File: src/rtl/sum_ctrl_unit.sv
`timescale 1ns/1ps
// sum_ctrl_unit: Moore control FSM that drives a GDP data_path to compute
// run_sum = n + (n-1) + ... + 1 using rf[SUM_ADDR] (sum) and rf[N_ADDR] (count).
// Ports:
//   clock, reset (sync, active-high), start, n_is_0 : inputs
//   done, busy                                      : handshake/status outputs
//   input_enable_mux, WE, WA, RAE, RAA, RBE, RBA    : data_path control
//   alu_op, shift_op, output_enable_buf             : data_path control
//   cycles (only with SUM_CTRL_CYCLE_COUNT_EN)      : busy-cycle counter
// Optional feature macro: SUM_CTRL_CYCLE_COUNT_EN adds the cycles port.
module sum_ctrl_unit #(
    parameter logic [1:0] SUM_ADDR = 2'b00,
    parameter logic [1:0] N_ADDR   = 2'b01
`ifdef SUM_CTRL_CYCLE_COUNT_EN
    ,
    parameter int CYC_W = 16
`endif
) (
    input  logic       clock,
    input  logic       reset,
    input  logic       start,
    input  logic       n_is_0,
    output logic       done,
    output logic       busy,
    output logic       input_enable_mux,
    output logic       WE,
    output logic [1:0] WA,
    output logic       RAE,
    output logic [1:0] RAA,
    output logic       RBE,
    output logic [1:0] RBA,
    output logic [2:0] alu_op,
    output logic [1:0] shift_op,
    output logic       output_enable_buf
`ifdef SUM_CTRL_CYCLE_COUNT_EN
    ,
    output logic [CYC_W-1:0] cycles
`endif
);

    typedef enum logic [2:0] {
        S_IDLE = 3'd0,
        S_INIT = 3'd1,
        S_LOAD = 3'd2,
        S_TEST = 3'd3,
        S_ADD  = 3'd4,
        S_DEC  = 3'd5,
        S_DONE = 3'd6
    } state_t;

    localparam logic [2:0] ALU_PASS = 3'b000;
    localparam logic [2:0] ALU_ADD  = 3'b100;
    localparam logic [2:0] ALU_ZERO = 3'b101;
    localparam logic [2:0] ALU_DEC  = 3'b111;

    state_t state_q;
    state_t state_d;

    // State register
    always_ff @(posedge clock) begin
        if (reset) begin
            state_q <= S_IDLE;
        end else begin
            state_q <= state_d;
        end
    end

    // Next-state logic
    always_comb begin
        state_d = S_IDLE;
        case (state_q)
            S_IDLE: state_d = start ? S_INIT : S_IDLE;
            S_INIT: state_d = S_LOAD;
            S_LOAD: state_d = S_TEST;
            S_TEST: state_d = n_is_0 ? S_DONE : S_ADD;
            S_ADD:  state_d = S_DEC;
            S_DEC:  state_d = S_TEST;
            // Leaving DONE needs start low, so a held start never retriggers
            S_DONE: state_d = start ? S_DONE : S_IDLE;
            default: state_d = S_IDLE;
        endcase
    end

    // Moore output decode; unused addresses stay 2'b00
    always_comb begin
        done              = 1'b0;
        busy              = 1'b0;
        input_enable_mux  = 1'b0;
        WE                = 1'b0;
        WA                = 2'b00;
        RAE               = 1'b0;
        RAA               = 2'b00;
        RBE               = 1'b0;
        RBA               = 2'b00;
        alu_op            = ALU_PASS;
        shift_op          = 2'b00;
        output_enable_buf = 1'b0;
        case (state_q)
            S_INIT: begin
                busy   = 1'b1;
                WE     = 1'b1;
                WA     = SUM_ADDR;
                RAE    = 1'b1;
                RAA    = SUM_ADDR;
                RBE    = 1'b1;
                RBA    = SUM_ADDR;
                alu_op = ALU_ZERO;
            end
            S_LOAD: begin
                busy             = 1'b1;
                input_enable_mux = 1'b1;
                WE               = 1'b1;
                WA               = N_ADDR;
            end
            S_TEST: begin
                busy = 1'b1;
                RAE  = 1'b1;
                RAA  = N_ADDR;
            end
            S_ADD: begin
                busy   = 1'b1;
                WE     = 1'b1;
                WA     = SUM_ADDR;
                RAE    = 1'b1;
                RAA    = SUM_ADDR;
                RBE    = 1'b1;
                RBA    = N_ADDR;
                alu_op = ALU_ADD;
            end
            S_DEC: begin
                busy   = 1'b1;
                WE     = 1'b1;
                WA     = N_ADDR;
                RAE    = 1'b1;
                RAA    = N_ADDR;
                alu_op = ALU_DEC;
            end
            S_DONE: begin
                done              = 1'b1;
                RAE               = 1'b1;
                RAA               = SUM_ADDR;
                output_enable_buf = 1'b1;
            end
            default: begin
            end
        endcase
    end

`ifdef SUM_CTRL_CYCLE_COUNT_EN
    logic [CYC_W-1:0] cyc_q;
    logic [CYC_W-1:0] cyc_d;

    always_ff @(posedge clock) begin
        if (reset) begin
            cyc_q <= '0;
        end else begin
            cyc_q <= cyc_d;
        end
    end

    // Clear on launch, count busy edges, saturate at all-ones
    always_comb begin
        cyc_d = cyc_q;
        if (state_q == S_IDLE && start) begin
            cyc_d = '0;
        end else if (busy && cyc_q != {CYC_W{1'b1}}) begin
            cyc_d = cyc_q + CYC_W'(1);
        end
    end

    assign cycles = cyc_q;
`endif

endmodule
File: config.mk
export PLATFORM = sky130hd
export DESIGN_NAME = sum_ctrl_unit
export DESIGN_NICKNAME = d
export VERILOG_FILES = /design/src/rtl/sum_ctrl_unit.sv
export SDC_FILE = /design/constraint.sdc
export NUM_CORES = 1
export LEC_CHECK = 0
export CORE_AREA = 2 2 39 41
export DETAILED_ROUTE_END_ITERATION = 8
export DIE_AREA = 0 0 41 43
export GPL_TIMING_DRIVEN = 0
export HOLD_SLACK_MARGIN = 0.05
export PLACE_DENSITY_LB_ADDON = 0.08
export SLEW_MARGIN = 5
export SYNTH_ARGS = -nofsm -noshare
export SYNTH_HDL_FRONTEND = slang
export SYNTH_SLANG_ARGS = --single-unit
File: constraint.sdc
create_clock -name clock -period 2.4 [get_ports clock]
set_input_delay 0.48 -clock clock [delete_from_list [all_inputs] [get_ports clock]]
set_output_delay 0.48 -clock clock [all_outputs]
set_load 0.02 [all_outputs]
* Yosys cells after proc, flatten, opt, wreduce, memory -nomap -nowiden
Cells that the tools add are included.
** Storage, ports and cells
- Register bits after elaboration :: 3
- Input bits :: 4
- Output and inout port bits :: 18
- Word-level logic and storage cells :: 28
** Operators by class
- Equal/unequal tests :: 6
- Multiplexer cells :: 14
- Reduce and logical (&&, ||, !) cells :: 7
** Operator list (count)
- one-hot mux 3 bit (6 select lines) :: 1
- two-way mux 1 bit :: 10
- OR reduction 5 bit :: 2
- == test 3 bit, second input constant :: 3
- one-hot mux 3 bit (3 select lines) :: 1
- == test 3 x 2 -> 1 bit, second input constant :: 2
- OR reduction 2 bit :: 3
- OR reduction 4 bit :: 1
- == test 3 x 1 -> 1 bit, second input constant :: 1
- logical NOT 3 bit :: 1
- two-way mux 3 bit :: 1
- two-way mux 2 bit :: 1

* Depth between registers and ports, before layout
Gate-level depths: netlist of run 1.
- Depth in word-level cells :: 3
- Mapped depth :: 4

* Worst setup path after synthesis of run 1
No wires, ideal clock.
- Path type :: register to output
- Start :: reg state_q[0]
- End :: out WA[0]
- Arrival time :: 1.087 ns
- Data required time :: 1.920 ns
- Slack :: 0.833 ns
- Cell stages (with the launch flop) :: 5
- Path through :: dfxtp_1 buf_4 inv_2 nor2_1 or2_1
** On the way
- Word-level cells in the longest chain between the ends :: 3
- Elaborated cells on any way between the ends :: 4
- Classes of those cells :: eq/ne: 2; mux: 1; reduce/logical: 1
** RTL lines
- start, declared :: line 56 : state_t state_q;
- start signal, assigned :: line 64 : state_q <= state_d;
- == test 3 bit / == test 3 x 2 -> 1 bit (equally long branches) :: line 98 : case (state_q)
- OR reduction 2 bit (no source line) (*)
- two-way mux 1 bit (*) :: line 98
- end, declared :: line 27 : output logic [1:0] WA,
Every way passes the cells marked *; elsewhere a longest branch is shown, timed or not.

* Final worst setup path of run 1
- Start :: reg state_q[1]
- End :: out output_enable_buf
** On the way
- Word-level cells in the longest chain between the ends :: 2
** RTL lines
- == test 3 bit :: line 98
- two-way mux 1 bit :: line 98
- end, declared :: line 34 : output logic output_enable_buf
No other way between the ends.

==> results.yml, run 1 <==
run_status:
  outcome: "finished clean"
placed_design:
  dp_hpwl_microns: 560.4
  dp.cells: 79
  io_buffer_count: 16
  dp_worst_setup_slack_ns: 0.4087
  place_congestion: 0.6721
synthesis:
  synth_edf_count: 0
  async_flop_share: 0
  seq_area_frac_synth: 0.1897
  netlist.area_leader.share: 0.1897
  yosysWarningCount: 0
  ys_types: 19
  synthTopCellsByArea: "dfxtp_1, buf_4, nor2_1"
  syn_avg_cell_area_sq_um: 7.362
  syn_inst: 43
  synth-seq-cells: 3
  ys.flop_type: "dfxtp_1"
  synth_area_sq_um: 316.6
  yosysTopAreaCell: "dfxtp_1"
clocking:
  holdBufCountCts: 0
  h-tree-depth: 1
  cts_made_buffers: 3
  clock_path_buffers: 2
  numClockSinks: 3
  cts.repair.resized: 0
  clk_latency_ns: 0.24
  clk_pin_slew_ns: 0.04
  clockRootBuffer: "clkbuf_4"
  cts_setup_buffers: 0
  cts_tree: "yes"
cells_and_area:
  largest_reg_flops: 3
  top_register: "state_q"
  antenna_cells: 0
  multi_input_area_sq_um: 198.9
  mostFrequentLayoutCells: "clkdlybuf4s50_1, nor2_1, buf_4"
  ff_latch_area_sq_um: 60.06
  syn_to_final_growth_pct: 69.96
  drive_gt1_frac: 0.2388
  instances_no_fill: 83
  nFillCells: 156
  final_common_cell: "clkdlybuf4s50_1"
  top_regs: "state_q: 3 flops"
  nNetsFinal: 72
critical_path:
  cp.required_ns: 1.92
  slowest_delay_ns: 0.58
  worstSetupEndpointType: "output pin"
  crit_fanout: 10
  critical_path_class: "flip-flop to output pin"
  slowest_stage: "clkdlybuf4s50_1"
  path_cells: "buf_2 -> and3_1 -> buf_4 -> clkdlybuf4s50_1"
  r2r_slack_ns: 1.43
  start_kind: "flip-flop"
  cp_data_arrival_time_ns: 1.73
timing:
  min_period_ns: 2.213
  slew_violations: 0
  fin_crit_sh: 0.9221
  final.setup_skew_ns: 0.005359
  rsz0062_at_grt: "no"
  final-setup-viol-count: 0
  hold_slack_ns: 0.5902
  hold_viol: 0
  fin_tns_setup_ns: 0
  max_freq_mhz: 451.9
  finalWorstSetupSlack_ns: 0.1870
floorplanning:
  rows: 14
  num_io_pins: 22
  dieHeight_microns: 43
  start_util: 0.2288
  fp.dieW_microns: 41
  core_area_sq_mm: 0.001384
  dieArea_sq_mm: 0.001763
route:
  viasPerCell: 3.976
  drcViolationCount: 0
  drt_pass1_iterations: 2
  final_antenna_net_count: 0
  totalWireLength_microns: 704
  dr_total_vias: 330
  drt-initial-drc-count: 1
  wl_per_cell_microns: 8.482
power:
  p_leak_nw: 0.2337
  irDropWorstVdd_uv: 195.3
  finalPower_mw: 0.2849
  power_density_mw_per_mm2: 529.5
hold_path:
  hp-class: "flip-flop to flip-flop"
global_route:
  grt_overflow_total: 0
  grt_pass1_vias: 270
  grt_pass1_wl_microns: 1110
  grt_antenna_before_repair: 0
  grt_max_degree: 11
  grt_use_total: 0.09729
run:
  drv_cap: 0
-- logic make-up after synthesis --
family                 count (synthesis)  synth area share
AND/OR/NAND/NOR                       20            0.3518
buffers and inverters                 10            0.2292
AO/OA/AOI/OAI                          7            0.1621
flip-flops                             3            0.1897
XOR/XNOR                               2           0.05535
other                                  1           0.01185
-- worst paths after layout --
path,startpoint,to,cells past startpoint
worst max-delay path,state_q[1],output_enable_buf,4
worst max register to register,state_q[2],state_q[1],3
worst min-delay path,state_q[1],state_q[2],3
worst min register to register,state_q[1],state_q[2],3
-- area by class of cell --
cell class / count / share of cell area
Multi-Input combinational cell: 34 / 0.3698
Sequential cell: 3 / 0.1116
Clock buffer: 4 / 0.04884
Inverter: 1 / 0.006977
Buffer: 9 / 0.1279
Timing Repair Buffer: 16 / 0.2977
Tap cell: 16 / 0.03721
-- cells in the mapped netlist (all sizes together), types with 2 or more instances --
cell type and instances:
nor2 9, nand2b 5, buf 9, xnor2 2, a21oi 4, and3 2, dfxtp 3, or2 2
-- report_power, final --
group          total (mW)  leakage [nW]  internal, mW  switching (mW)
clock              0.0906        0.0150        0.0624          0.0281
sequential         0.0576        0.0247        0.0543         0.00338
combinational       0.137         0.194        0.0666          0.0700
-- worst max-delay path, delay by kind of cell (launching register included) --
kind / cells / cell delay, ns
buf+inv: 3 / 0.91
flops: 1 / 0.38
simple gates: 1 / 0.20
-- through the flow --
step / area (sq um) / utilization
floorplan: 331.6 / -
global placement: 511.7 / 0.3698
detailed placement: 511.7 / 0.3698
CTS: 538.0 / 0.3888
global route: 538.0 / 0.3888
finish: 538.0 / 0.3888
-- per-layer routing --
metal / vias up / track usage / wire length, microns
met3: 2 / 0.03141 / 53
li1: 175 / - / -
met2: 15 / 0.1219 / 325
met4: 0 / 0.08000 / 10
met1: 138 / 0.1282 / 314
met5: - / 0 / 0
No activity file was read; power rests on OpenSTA's default activity.
==> run 2: changes to the inputs <==
Settings changed: CTS_BUF_LIST from default to sky130_fd_sc_hd__clkbuf_4 sky130_fd_sc_hd__clkbuf_8, SKIP_LAST_GASP from default to 1.
==> results.yml, run 2 (synthesis gave the netlist of run 1 again) <==
run_status:
  outcome: "finished clean"
critical_path:
  critPathBufInv: 3
  slowest_stage: "clkdlybuf4s50_1"
  slowest_delay_ns: 0.58
  crit_fanout: 10
  r2r_end: "state_q[1]"
  rr_worst_depth: 3
  cp.required_ns: 1.92
  r2r-start: "state_q[2]"
  cp_data_arrival_time_ns: 1.73
  critical_path_class: "flip-flop to output pin"
  crit_family: "buffers and inverters"
  path_cells: "buf_2 -> and3_1 -> buf_4 -> clkdlybuf4s50_1"
  r2r_slack_ns: 1.43
  start_kind: "flip-flop"
  worstSetupEndpointType: "output pin"
timing:
  finalWorstSetupSlack_ns: 0.1859
  fin_tns_setup_ns: 0
  rsz0062_at_grt: "no"
  hold_viol: 0
  final-setup-viol-count: 0
  fin_crit_sh: 0.9226
  max_freq_mhz: 451.6
  slew_violations: 0
  min_period_ns: 2.214
  final.setup_skew_ns: 0.005233
clocking:
  cts_setup_buffers: 0
  cts.repair.resized: 0
  cts_tree: "yes"
  clk_latency_ns: 0.24
  clockRootBuffer: "clkbuf_4"
  clock_path_buffers: 2
  numClockSinks: 3
  h-tree-depth: 1
  clk_pin_slew_ns: 0.04
  holdBufCountCts: 0
  cts_made_buffers: 3
power:
  sequentialPowerShare: 0.194
  p_leak_nw: 0.2372
  switching_share: 0.3438
  power_density_mw_per_mm2: 547.5
  p_switching_mw: 0.1020
  p_comb_frac: 0.461
  p_clk_frac: 0.345
  power.internal_mw: 0.1946
  irDropWorstVdd_uv: 196.8
floorplanning:
  dieArea_sq_mm: 0.001763
  fp.dieW_microns: 41
  rows: 14
  dieHeight_microns: 43
  core_area_sq_mm: 0.001384
  start_util: 0.2288
  num_io_pins: 22
placed_design:
  place_congestion: 0.6721
  dp_hpwl_microns: 560.4
  io_buffer_count: 16
  dp_worst_setup_slack_ns: 0.4087
  dpl_cell_area_sq_um: 511.7
  dp.cells: 79
global_route:
  grt_antenna_before_repair: 0
  grt_overflow_total: 0
  grt_use_total: 0.09729
  grt_pass1_wl_microns: 1110
  grt_max_degree: 11
  grt_pass1_vias: 270
cells_and_area:
  largest_reg_flops: 3
  nNetsFinal: 72
  top_register: "state_q"
  drive_gt1_frac: 0.2537
  mostFrequentLayoutCells: "clkdlybuf4s50_1, nor2_1, buf_4"
  top_regs: "state_q: 3 flops"
  antenna_cells: 0
  final_common_cell: "clkdlybuf4s50_1"
  instances_no_fill: 83
  syn_to_final_growth_pct: 71.15
  post-route-cell-area_sq_um: 541.8
hold_path:
  hp-class: "flip-flop to flip-flop"
  hp-start: "state_q[1]"
  hold_end: "state_q[2]"
  min_path_cells: 3
route:
  wl_per_cell_microns: 8.518
  viasPerCell: 3.976
  totalWireLength_microns: 707
  final_antenna_net_count: 0
  drcViolationCount: 0
  drt_pass1_iterations: 2
  drt-initial-drc-count: 1
  dr_total_vias: 330
run:
  drv_cap: 0
==> run 2: cell counts in the layout (fill, tap and decap cells not counted) <==
No cell type changed its count.
==> run 2: worst reg2reg max path, cell delays in order (launching register included) <==
cell and delay, ns:
dfxtp_1 0.33, buf_6 0.14, nand2b_4 0.13, a311oi_2 0.27
==> run 2: cell type report <==
class	instances	area, sq um
inverters	1	3.754
clock buffers	4	30.03
well taps	16	20.02
flip-flops and latches	3	60.06
repair buffers	16	160.2
multi-input cells	34	198.9
fillers	154	842.1
plain buffers	9	68.82
==> run 2: how the worst max path moves through the flow <==
stage | start | end | slack [ns] | cells after the start
finish | state_q[1] | output_enable_buf | 0.19 | 4
global route | state_q[1] | output_enable_buf | 0.10 | 4
CTS | state_q[1] | output_enable_buf | 0.15 | 4
detailed placement | state_q[1] | output_enable_buf | 0.41 | 4
global placement | state_q[1] | output_enable_buf | 0.41 | 4
floorplan | state_q[0] | WA[0] | 0.83 | 4
==> run 2: layer usage <==
metal  global-route usage  share of wire  vias up
met4              0.08000          0.014        0
met1               0.1282           0.45      138
met3              0.03141          0.075        2
li1                     -              -      175
met5                    0              0        -
met2               0.1219           0.46       15
==> run 2: power groups by stage <==
stage	Sequential, mW	Clock (mW)	Combinational (mW)
floorplan	0.0575	0	0.0868
global placement	0.0583	0	0.139
detailed placement	0.0585	0	0.138
CTS	0.0577	0.109	0.138
global route	0.0583	0.111	0.148
finish	0.0576	0.102	0.137
==> run 2: metrics by stage <==
step,hold slack [ns],util,power (mW)
6_report,0.5904,0.3915,0.2966
5_1_grt,0.6172,0.3915,0.3168
4_1_cts,0.5953,0.3915,0.3045
3_5_place_dp,0.5884,0.3698,0.1964
3_3_place_gp,0.5809,0.3698,0.1970
2_1_floorplan,0.5313,-,0.1443
